[src/rtl/pdt_weight_mc.sv]
// -----------------------------------------------------------------------------
// pdt_weight_mc
//   Multi-channel, multi-candidate predictor weight/product stage.
//   Keeps one signed weight per channel. For each input sample it forms
//   NUM_CAND clipped candidate weights (weight + per-candidate offset),
//   multiplies each by the signed sample difference, and registers the
//   products. DEC_LAT cycles after a sample, an external decision selects one
//   candidate, which is written back into that channel's weight. A recovery
//   port overwrites weights directly.
//
// Ports
//   clk, rst_n            clock, asynchronous active-low reset
//   dn_en_i/dn_ch_i/dn_i  sample valid, channel, signed sample difference
//   off_i                 NUM_CAND signed offsets, candidate k at [k*D_WIDTH +: D_WIDTH]
//   sel_en_i/sel_idx_i    commit decision valid, chosen candidate index
//   rec_en_i/rec_ch_i/rec_data_i  direct weight overwrite
//   dw_o/dw_en_o/dw_ch_o  registered products, valid pulse, channel
//   wt_o/wt_ch_o/wt_en_o  committed weight, channel, valid pulse
//   sel_err_o             sticky protocol error (cleared by reset only)
// -----------------------------------------------------------------------------
module pdt_weight_mc #(
  parameter int W_WIDTH  = 31,
  parameter int D_WIDTH  = 15,
  parameter int NUM_CAND = 3,
  parameter int NUM_CH   = 4,
  parameter int DEC_LAT  = 3,
  parameter logic signed [W_WIDTH-1:0] W_INIT = '0,
  localparam int CH_W    = (NUM_CH > 1) ? $clog2(NUM_CH) : 1,
  localparam int P_WIDTH = W_WIDTH + D_WIDTH
) (
  input  logic                            clk,
  input  logic                            rst_n,
  input  logic                            dn_en_i,
  input  logic [CH_W-1:0]                 dn_ch_i,
  input  logic signed [D_WIDTH-1:0]       dn_i,
  input  logic [NUM_CAND*D_WIDTH-1:0]     off_i,
  input  logic                            sel_en_i,
  input  logic [2:0]                      sel_idx_i,
  input  logic                            rec_en_i,
  input  logic [CH_W-1:0]                 rec_ch_i,
  input  logic signed [W_WIDTH-1:0]       rec_data_i,
  output logic [NUM_CAND*P_WIDTH-1:0]     dw_o,
  output logic                            dw_en_o,
  output logic [CH_W-1:0]                 dw_ch_o,
  output logic signed [W_WIDTH-1:0]       wt_o,
  output logic [CH_W-1:0]                 wt_ch_o,
  output logic                            wt_en_o,
  output logic                            sel_err_o
);

  // Saturating add of a weight and an offset, evaluated one bit wider.
  function automatic logic signed [W_WIDTH-1:0] f_clip(
    input logic signed [W_WIDTH-1:0] a,
    input logic signed [D_WIDTH-1:0] b
  );
    logic signed [W_WIDTH:0] s;
    s = (W_WIDTH+1)'(a) + (W_WIDTH+1)'(b);
    case (s[W_WIDTH -: 2])
      2'b01:   return {1'b0, {(W_WIDTH-1){1'b1}}};
      2'b10:   return {1'b1, {(W_WIDTH-1){1'b0}}};
      default: return s[W_WIDTH-1:0];
    endcase
  endfunction

  // Keeps array indexing in range when NUM_CH == 1 (CH_W is forced to 1).
  function automatic logic [CH_W-1:0] f_idx(input logic [CH_W-1:0] ch);
    return ch & CH_W'(NUM_CH - 1);
  endfunction

  logic signed [W_WIDTH-1:0]       r_wt     [NUM_CH];
  logic                            r_dl_vld [DEC_LAT];
  logic [CH_W-1:0]                 r_dl_ch  [DEC_LAT];
  logic [NUM_CAND*D_WIDTH-1:0]     r_dl_off [DEC_LAT];

  logic                            w_tail_vld;
  logic [CH_W-1:0]                 w_tail_ch;
  logic [NUM_CAND*D_WIDTH-1:0]     w_tail_off;
  logic signed [D_WIDTH-1:0]       w_off_sel;
  logic                            w_idx_ok;
  logic                            w_commit;
  logic                            w_sel_err;
  logic signed [W_WIDTH-1:0]       w_commit_wt;
  logic signed [W_WIDTH-1:0]       w_weff;
  logic [NUM_CAND*P_WIDTH-1:0]     w_prod;

  assign w_tail_vld = r_dl_vld[DEC_LAT-1];
  assign w_tail_ch  = r_dl_ch[DEC_LAT-1];
  assign w_tail_off = r_dl_off[DEC_LAT-1];

  assign w_idx_ok  = ({1'b0, sel_idx_i} < 4'(NUM_CAND));
  assign w_commit  = sel_en_i & w_tail_vld & w_idx_ok;
  assign w_sel_err = sel_en_i & (~w_tail_vld | ~w_idx_ok);

  // Offset mux only decodes legal indices; illegal ones never commit.
  always_comb begin
    w_off_sel = '0;
    for (int unsigned k = 0; k < NUM_CAND; k++) begin
      if (sel_idx_i == 3'(k)) begin
        w_off_sel = w_tail_off[k*D_WIDTH +: D_WIDTH];
      end
    end
  end

  assign w_commit_wt = f_clip(r_wt[f_idx(w_tail_ch)], w_off_sel);

  // Effective weight for the incoming sample: a same-cycle recovery beats a
  // same-cycle commit, which beats the stored value.
  always_comb begin
    w_weff = r_wt[f_idx(dn_ch_i)];
    if (rec_en_i && (rec_ch_i == dn_ch_i)) begin
      w_weff = rec_data_i;
    end else if (w_commit && (w_tail_ch == dn_ch_i)) begin
      w_weff = w_commit_wt;
    end
  end

  // Both factors are sign-extended to the product width, so the truncated
  // result equals the full signed product.
  always_comb begin
    w_prod = '0;
    for (int unsigned k = 0; k < NUM_CAND; k++) begin
      w_prod[k*P_WIDTH +: P_WIDTH] =
        P_WIDTH'(f_clip(w_weff, off_i[k*D_WIDTH +: D_WIDTH])) * P_WIDTH'(dn_i);
    end
  end

  // Weight store. The recovery write is issued last so it overrides a commit
  // to the same channel in the same cycle.
  always_ff @(posedge clk or negedge rst_n) begin
    if (!rst_n) begin
      for (int unsigned c = 0; c < NUM_CH; c++) begin
        r_wt[c] <= W_INIT;
      end
    end else begin
      if (w_commit) begin
        r_wt[f_idx(w_tail_ch)] <= w_commit_wt;
      end
      if (rec_en_i) begin
        r_wt[f_idx(rec_ch_i)] <= rec_data_i;
      end
    end
  end

  // Decision delay line: one entry per cycle, valid only for real samples.
  always_ff @(posedge clk or negedge rst_n) begin
    if (!rst_n) begin
      for (int unsigned i = 0; i < DEC_LAT; i++) begin
        r_dl_vld[i] <= 1'b0;
        r_dl_ch[i]  <= '0;
        r_dl_off[i] <= '0;
      end
    end else begin
      r_dl_vld[0] <= dn_en_i;
      r_dl_ch[0]  <= dn_ch_i;
      r_dl_off[0] <= off_i;
      for (int unsigned i = 1; i < DEC_LAT; i++) begin
        r_dl_vld[i] <= r_dl_vld[i-1];
        r_dl_ch[i]  <= r_dl_ch[i-1];
        r_dl_off[i] <= r_dl_off[i-1];
      end
    end
  end

  always_ff @(posedge clk or negedge rst_n) begin
    if (!rst_n) begin
      dw_o      <= '0;
      dw_en_o   <= 1'b0;
      dw_ch_o   <= '0;
      wt_o      <= '0;
      wt_ch_o   <= '0;
      wt_en_o   <= 1'b0;
      sel_err_o <= 1'b0;
    end else begin
      dw_en_o <= dn_en_i;
      if (dn_en_i) begin
        dw_o    <= w_prod;
        dw_ch_o <= dn_ch_i;
      end
      wt_en_o <= w_commit;
      if (w_commit) begin
        wt_o    <= w_commit_wt;
        wt_ch_o <= w_tail_ch;
      end
      if (w_sel_err) begin
        sel_err_o <= 1'b1;
      end
    end
  end

endmodule

[config.mk]
export PLATFORM = sky130hd
export DESIGN_NAME = pdt_weight_mc
export DESIGN_NICKNAME = d
export VERILOG_FILES = /design/src/rtl/pdt_weight_mc.sv
export SDC_FILE = /design/constraint.sdc
export NUM_CORES = 2
export LEC_CHECK = 0
export BUFFER_PORTS_ARGS = -buffer_cell sky130_fd_sc_hd__clkbuf_2
export CAP_MARGIN = 30
export CORE_ASPECT_RATIO = 0.75
export CORE_UTILIZATION = 60
export CTS_BUF_LIST = sky130_fd_sc_hd__clkbuf_4 sky130_fd_sc_hd__clkbuf_8 sky130_fd_sc_hd__clkbuf_16
export DETAILED_ROUTE_END_ITERATION = 10
export GPL_TIMING_DRIVEN = 0
export PLACE_DENSITY = 0.78
export SLEW_MARGIN = 25
export SYNTH_ARGS = -nofsm -noshare
export SYNTH_HDL_FRONTEND = slang
export SYNTH_SLANG_ARGS = --single-unit
export TNS_END_PERCENT = 50
[constraint.sdc]
create_clock -name clk -period 25.6 [get_ports clk]
set_clock_uncertainty 0.15 [all_clocks]
set_input_delay 0 -clock clk [delete_from_list [all_inputs] [get_ports clk]]
set_output_delay 0 -clock clk [all_outputs]
set_load 0.1 [all_outputs]
# ---- Word level (Yosys, flattened, before mapping)
# Cells that the tools add are included.
dict set report totals {
  register_bits 443
  inputBits 103
  wordCells 81
}
dict set report classes {
  n_addsub 4
  n_mul 3
  magnitude_cmp 6
  n_eq_ne 12
  mux 23
  bitwise_logic 9
  reduce_logical 5
}
# cell count
set op_table {}
lappend op_table {{bitwise mux 124 bit} 2}
lappend op_table {{2-to-1 mux 124 bit} 2}
lappend op_table {{2-to-1 mux 31 bit} 8}
lappend op_table {{one-hot mux 31 bit (2 select lines)} 4}
lappend op_table {{multiplier 31 x 15 -> 46 bit} 3}
lappend op_table {{adder 31 x 15 -> 32 bit} 4}
lappend op_table {{binary-select mux 31 bit (select 2 bit)} 2}
lappend op_table {{demux 31 bit (select 2 bit)} 2}
lappend op_table {{2-to-1 mux 15 bit} 3}
lappend op_table {{greater-or-equal comparator 3 bit (second input constant)} 3}
lappend op_table {{NOT 2 -> 3 bit} 3}
lappend op_table {{equality test 2 x 1 -> 1 bit (second input constant)} 4}
lappend op_table {{equality test 2 bit (second input constant)} 4}
lappend op_table {{less-than comparator 3 x 1 -> 1 bit (second input constant)} 2}
lappend op_table {{equality test 2 bit} 2}
lappend op_table {{logical AND 1 bit} 4}
lappend op_table {{AND 1 bit} 3}
lappend op_table {{equality test 3 x 1 -> 1 bit (second input constant)} 1}
lappend op_table {{equality test 3 x 2 -> 1 bit (second input constant)} 1}
lappend op_table {{zero test 3 bit} 1}
lappend op_table {{less-than comparator 3 x 2 -> 1 bit (second input constant)} 1}
lappend op_table {{NOT 1 bit} 2}
lappend op_table {{bitwise OR 1 bit} 1}

# ---- Logic depth before layout (Yosys ltp)
dict set report logic_depth {
  word_depth 13
  ltp_mapped 57
}

# ---- Worst setup path before layout
# No wires, ideal clock.
dict set report synth_timing {
  path_type {register to register}
  startpoint {reg r_dl_ch, in the netlist w_tail_ch[0]}
  endpoint {reg dw_o[43]}
  arrival_time_ps 14159
  required_ps 25324
  setup_slack_ps 11165
  stages_incl_launch_ff 53
  path_cell_list {dfrtp_1 buf_6 buf_2 buf_1 buf_1 mux4_2 ha_1 and3_1 a221o_1 a21boi_1 or3_1 o211a_4 o21a_4 mux2_4 buf_6 buf_6 nor3_2 a21oi_1 [... 17 more ...] inv_1 fa_1 inv_1 fa_1 inv_1 fa_1 inv_1 ha_1 a211oi_1 o211ai_1 and3_1 o21a_1 or4_1 a211oi_1 a21oi_1 a311o_1 a21o_1 a221o_1}
}
dict set report synth_via {
  elab_chain_len 13
  elab_cells_between_ends 17
  cone_classes {add/sub: 2; mul: 1; eq/ne: 5; mux: 7; bitwise: 1; reduce/logical: 1}
}
# element line_no
set synth_lines {}
lappend synth_lines {{start: declaration} 72} ;# logic [CH_W-1:0] r_dl_ch [DEC_LAT];
lappend synth_lines {{start signal: indexed assignment} 158} ;# r_dl_ch[i] <= r_dl_ch[i-1];
lappend synth_lines {{NOT 2 -> 3 bit (implied by the code)} 104} ;# assign w_commit_wt = f_clip(r_wt[f_idx(w_tail_ch)], w_off_sel);
lappend synth_lines {{binary-select mux 31 bit (select 2 bit)} 104}
lappend synth_lines {{2-to-1 mux 31 bit (implied by the code) (2 in a row)} 104}
lappend synth_lines {{adder 31 x 15 -> 32 bit} 57} ;# s = (W_WIDTH+1)'(a) + (W_WIDTH+1)'(b);
lappend synth_lines {{equality test 2 bit / equality test 2 x 1 -> 1 bit (equally long branches)} 58} ;# case (s[W_WIDTH -: 2])
lappend synth_lines {{one-hot mux 31 bit (2 select lines)} 58}
lappend synth_lines {{2-to-1 mux 31 bit (*)} 112} ;# end else if (w_commit && (w_tail_ch == dn_ch_i)) begin
lappend synth_lines {{2-to-1 mux 31 bit (*)} 110} ;# if (rec_en_i && (rec_ch_i == dn_ch_i)) begin
lappend synth_lines {{adder 31 x 15 -> 32 bit (*)} 57}
lappend synth_lines {{equality test 2 bit / equality test 2 x 1 -> 1 bit (equally long branches)} 58}
lappend synth_lines {{one-hot mux 31 bit (2 select lines) (*)} 58}
lappend synth_lines {{multiplier 31 x 15 -> 46 bit (*)} 123} ;# P_WIDTH'(f_clip(w_weff, off_i[k*D_WIDTH +: D_WIDTH])) * P_WIDTH'(dn_i);
lappend synth_lines {{end signal: assignment} 176} ;# dw_o <= w_prod;
lappend synth_lines {{end: declaration} 42} ;# output logic [NUM_CAND*P_WIDTH-1:0] dw_o,
# Every way passes the cells marked *; elsewhere a longest branch is shown, timed or not. The select of a mux whose other input is x is not followed.
# A chain may end at the register's enable or synchronous reset.

# ---- Worst setup path in the final report
dict set report layout_timing {
  startpoint {reg r_dl_ch, in the netlist w_tail_ch[1]}
  endpoint {reg dw_o[91]}
}
# The elaborated chain is that of the path after synthesis.

==> results.json <==
{
  "tightest_slew_ns": 1.217,
  "synthMostInstantiatedCell": "inv_1",
  "worst_slew_margin_rel_pct": 18.89,
  "syn_area_per_cell_sq_um": 9.124,
  "grt_pass1_vias": 63140,
  "cts_root_buffer": "clkbuf_16",
  "cp_max_fo": 10,
  "nNetsFinal": 10420,
  "dpl.hpwl_um": 225800,
  "synth_seq_cells": 443,
  "syn_inst": 8056,
  "die_h_um": 305.1,
  "setup_tns_ns": 0,
  "grt_use_total_pct": 45.45,
  "ant_nets": 0,
  "io_pins": 279,
  "crit_required_ns": 26.04,
  "synth-main-ff-cell": "dfrtp_1",
  "initial_core_util_pct": 60.89,
  "rsz0062_at_grt": "false",
  "synth_nets": 9911,
  "wl_per_cell_um": 26.97,
  "fmax_mhz": 48.26,
  "drv_slew": 0,
  "cts_tree": "built",
  "min_period_over_period_pct": 80.94,
  "arrival_ns": 21.16,
  "synth_top_area_share_pct": 35.25,
  "yosys.area.top_type": "fa_1",
  "htree_levels": 2,
  "cts_buffers": 49,
  "synthTopCellsByArea": "fa_1, dfrtp_1, ha_1, inv_1, nand2_1",
  "grt_max_degree": 93,
  "clock_latency_ns": 0.70,
  "start_kind": "flip-flop",
  "firstDrtPassIters": 7,
  "synthToLayoutAreaGrowth_pct": 10.06,
  "seq_area_frac_synth_pct": 15.08,
  "hold_path_class": "input port to flip-flop",
  "postCtsSetupRepairBufs": 0,
  "slowest_delay_ns": 0.92,
  "gp_congestion": 1.090,
  "slowest_stage": "a21oi_1",
  "drc": 0,
  "viasPerCell": 6.221,
  "clkTransAtPathRegs_ns": 0.07,
  "drv_cap": 0,
  "drive_above_1_share_pct": 9.379,
  "final-hold-violation-count": 0,
  "core_sq_mm": 0.1207,
  "grt_pass1_wl_um": 408700,
  "via_count": 63790,
  "crit_buf_inv": 12,
  "drt_iter0_drc": 9046,
  "synthTopCellsByCount": "inv_1, fa_1, nand2_1",
  "cpLargestDelayFamily": "compound AO/OA/AOI/OAI gates",
  "criticalPathCategory": "flip-flop to flip-flop",
  "postSynth.asyncResetShare_pct": 100.0,
  "grt.overflow.total": 0,
  "syn_area_sq_mm": 0.07350,
  "worstSetupEndpointType": "flip-flop",
  "post-route-min-period_ns": 20.72,
  "cts_max_path_buffers": 3,
  "clock-sinks": 443,
  "portBuffers": 264,
  "num_rows": 110,
  "status": "finished clean",
  "setup_viol": 0,
  "wl_um": 276500,
  "synthDistinctLibCells": 94,
  "fp.dieArea_sq_mm": 0.1239,
  "yosys_warnings": 0,
  "antenna_found_initial": 30,
  "synth_edf_count": 0,
  "die_w_um": 406.1
}
## registers in the layout (all words and copies together), names as in the netlist
register	count
r_dl_vld	1
wt_ch_o	2
dw_en_o	1
w_tail_vld	1
r_dl_ch	4
r_wt	124
dw_ch_o	2
dw_o	138
wt_o	31
sel_err_o	1
w_tail_off	45
wt_en_o	1
r_dl_off	90
w_tail_ch	2
## timing repair
action,CTS,global route
hold buffers,146,0
gates resized for setup,0,0
endpoints found under the hold margin,469,0
## layout make-up
| class | instances | area [sq um] |
|---|---|---|
| clock buffer | 58 | 1325 |
| tap | 1624 | 2032 |
| sequential | 443 | 11090 |
| multi-input combinational | 5723 | 55240 |
| antenna | 26 | 65.06 |
| clock inverter | 33 | 417.9 |
| buffer | 414 | 1764 |
| inverter | 1476 | 5540 |
| fill | 9944 | 39810 |
| timing repair buffer | 457 | 3420 |
## final timing paths
path | start | cells past startpoint | end | slack [ns]
worst max-delay path | w_tail_ch[1]$_DFF_PN0_ | 51 | dw_o[91]$_DFFE_PN0P_ | 4.88
worst min-delay path | rec_data_i[0] | 4 | r_wt[93]$_DFF_PN0_ | 0.02
worst max register to register | w_tail_ch[1]$_DFF_PN0_ | 51 | dw_o[91]$_DFFE_PN0P_ | 4.88
worst min register to register | r_dl_off[100]$_DFF_PN0_ | 0 | r_dl_off[55]$_DFF_PN0_ | 0.17
max in group asynchronous | rst_n | 5 | dw_o[60]$_DFFE_PN0P_ | 24.00
min in group asynchronous | rst_n | 4 | dw_o[38]$_DFFE_PN0P_ | 0.38
## kinds of logic after synthesis
logic type	share of synthesized area, %
AND/OR/NAND/NOR	14.36
buffers and inverters	9.829
adder cells (fa/ha/maj)	43.22
AO/OA/AOI/OAI	10.59
flip-flops	15.08
XOR/XNOR	3.039
multiplexers	3.886
## layout by cell type (no fill, tap or decap), types with 263 or more instances in the layout
| cell | instances |
|---|---|
| ha_1 | 458 |
| fa_1 | 1294 |
| o21ai_0 | 263 |
| nor2_1 | 356 |
| and2_1 | 368 |
| inv_1 | 1473 |
| nand3_1 | 266 |
| nand2_1 | 964 |
| clkbuf_2 | 324 |
| dfrtp_1 | 443 |
| a21oi_1 | 475 |
## through the flow
step	utilization [%]	cell area (sq um)	hold WS [ns]	setup slack, ns	std cells
3_5_place_dp	64.18	77460	-0.1240	5.497	9976
3_3_place_gp	63.67	76850	-0.01865	5.794	9944
6_report	67.02	80890	0.01660	4.878	10250
4_1_cts	66.85	80690	0.00008704	5.472	10210
2_1_floorplan	-	73500	-0.4456	11.17	8056
5_1_grt	66.98	80850	0.03227	4.605	10240
## worst register-to-register path: cells and delay by family (launching register included)
kind	cells	cell delay, ns
AO/OA/AOI/OAI	23	10.38
XOR/XNOR	1	0.19
adder cells (fa/ha/maj)	10	4.53
buffers and inverters	12	3.39
flip-flops	1	0.59
multiplexers	2	0.81
AND/OR/NAND/NOR	3	0.58
## per-layer routing
layer / vias to the layer above / track usage (%) / share of wire, %
met5: - / 0 / 0.046
met4: 14 / 21.04 / 5.7
met3: 854 / 21.49 / 17
met2: 4761 / 59.64 / 39
met1: 31670 / 63.01 / 39
li1: 26490 / - / -
Power is left out: the tool's default activity adds up to more than one toggle a clock period on the data nets, which glitch-free logic cannot reach.
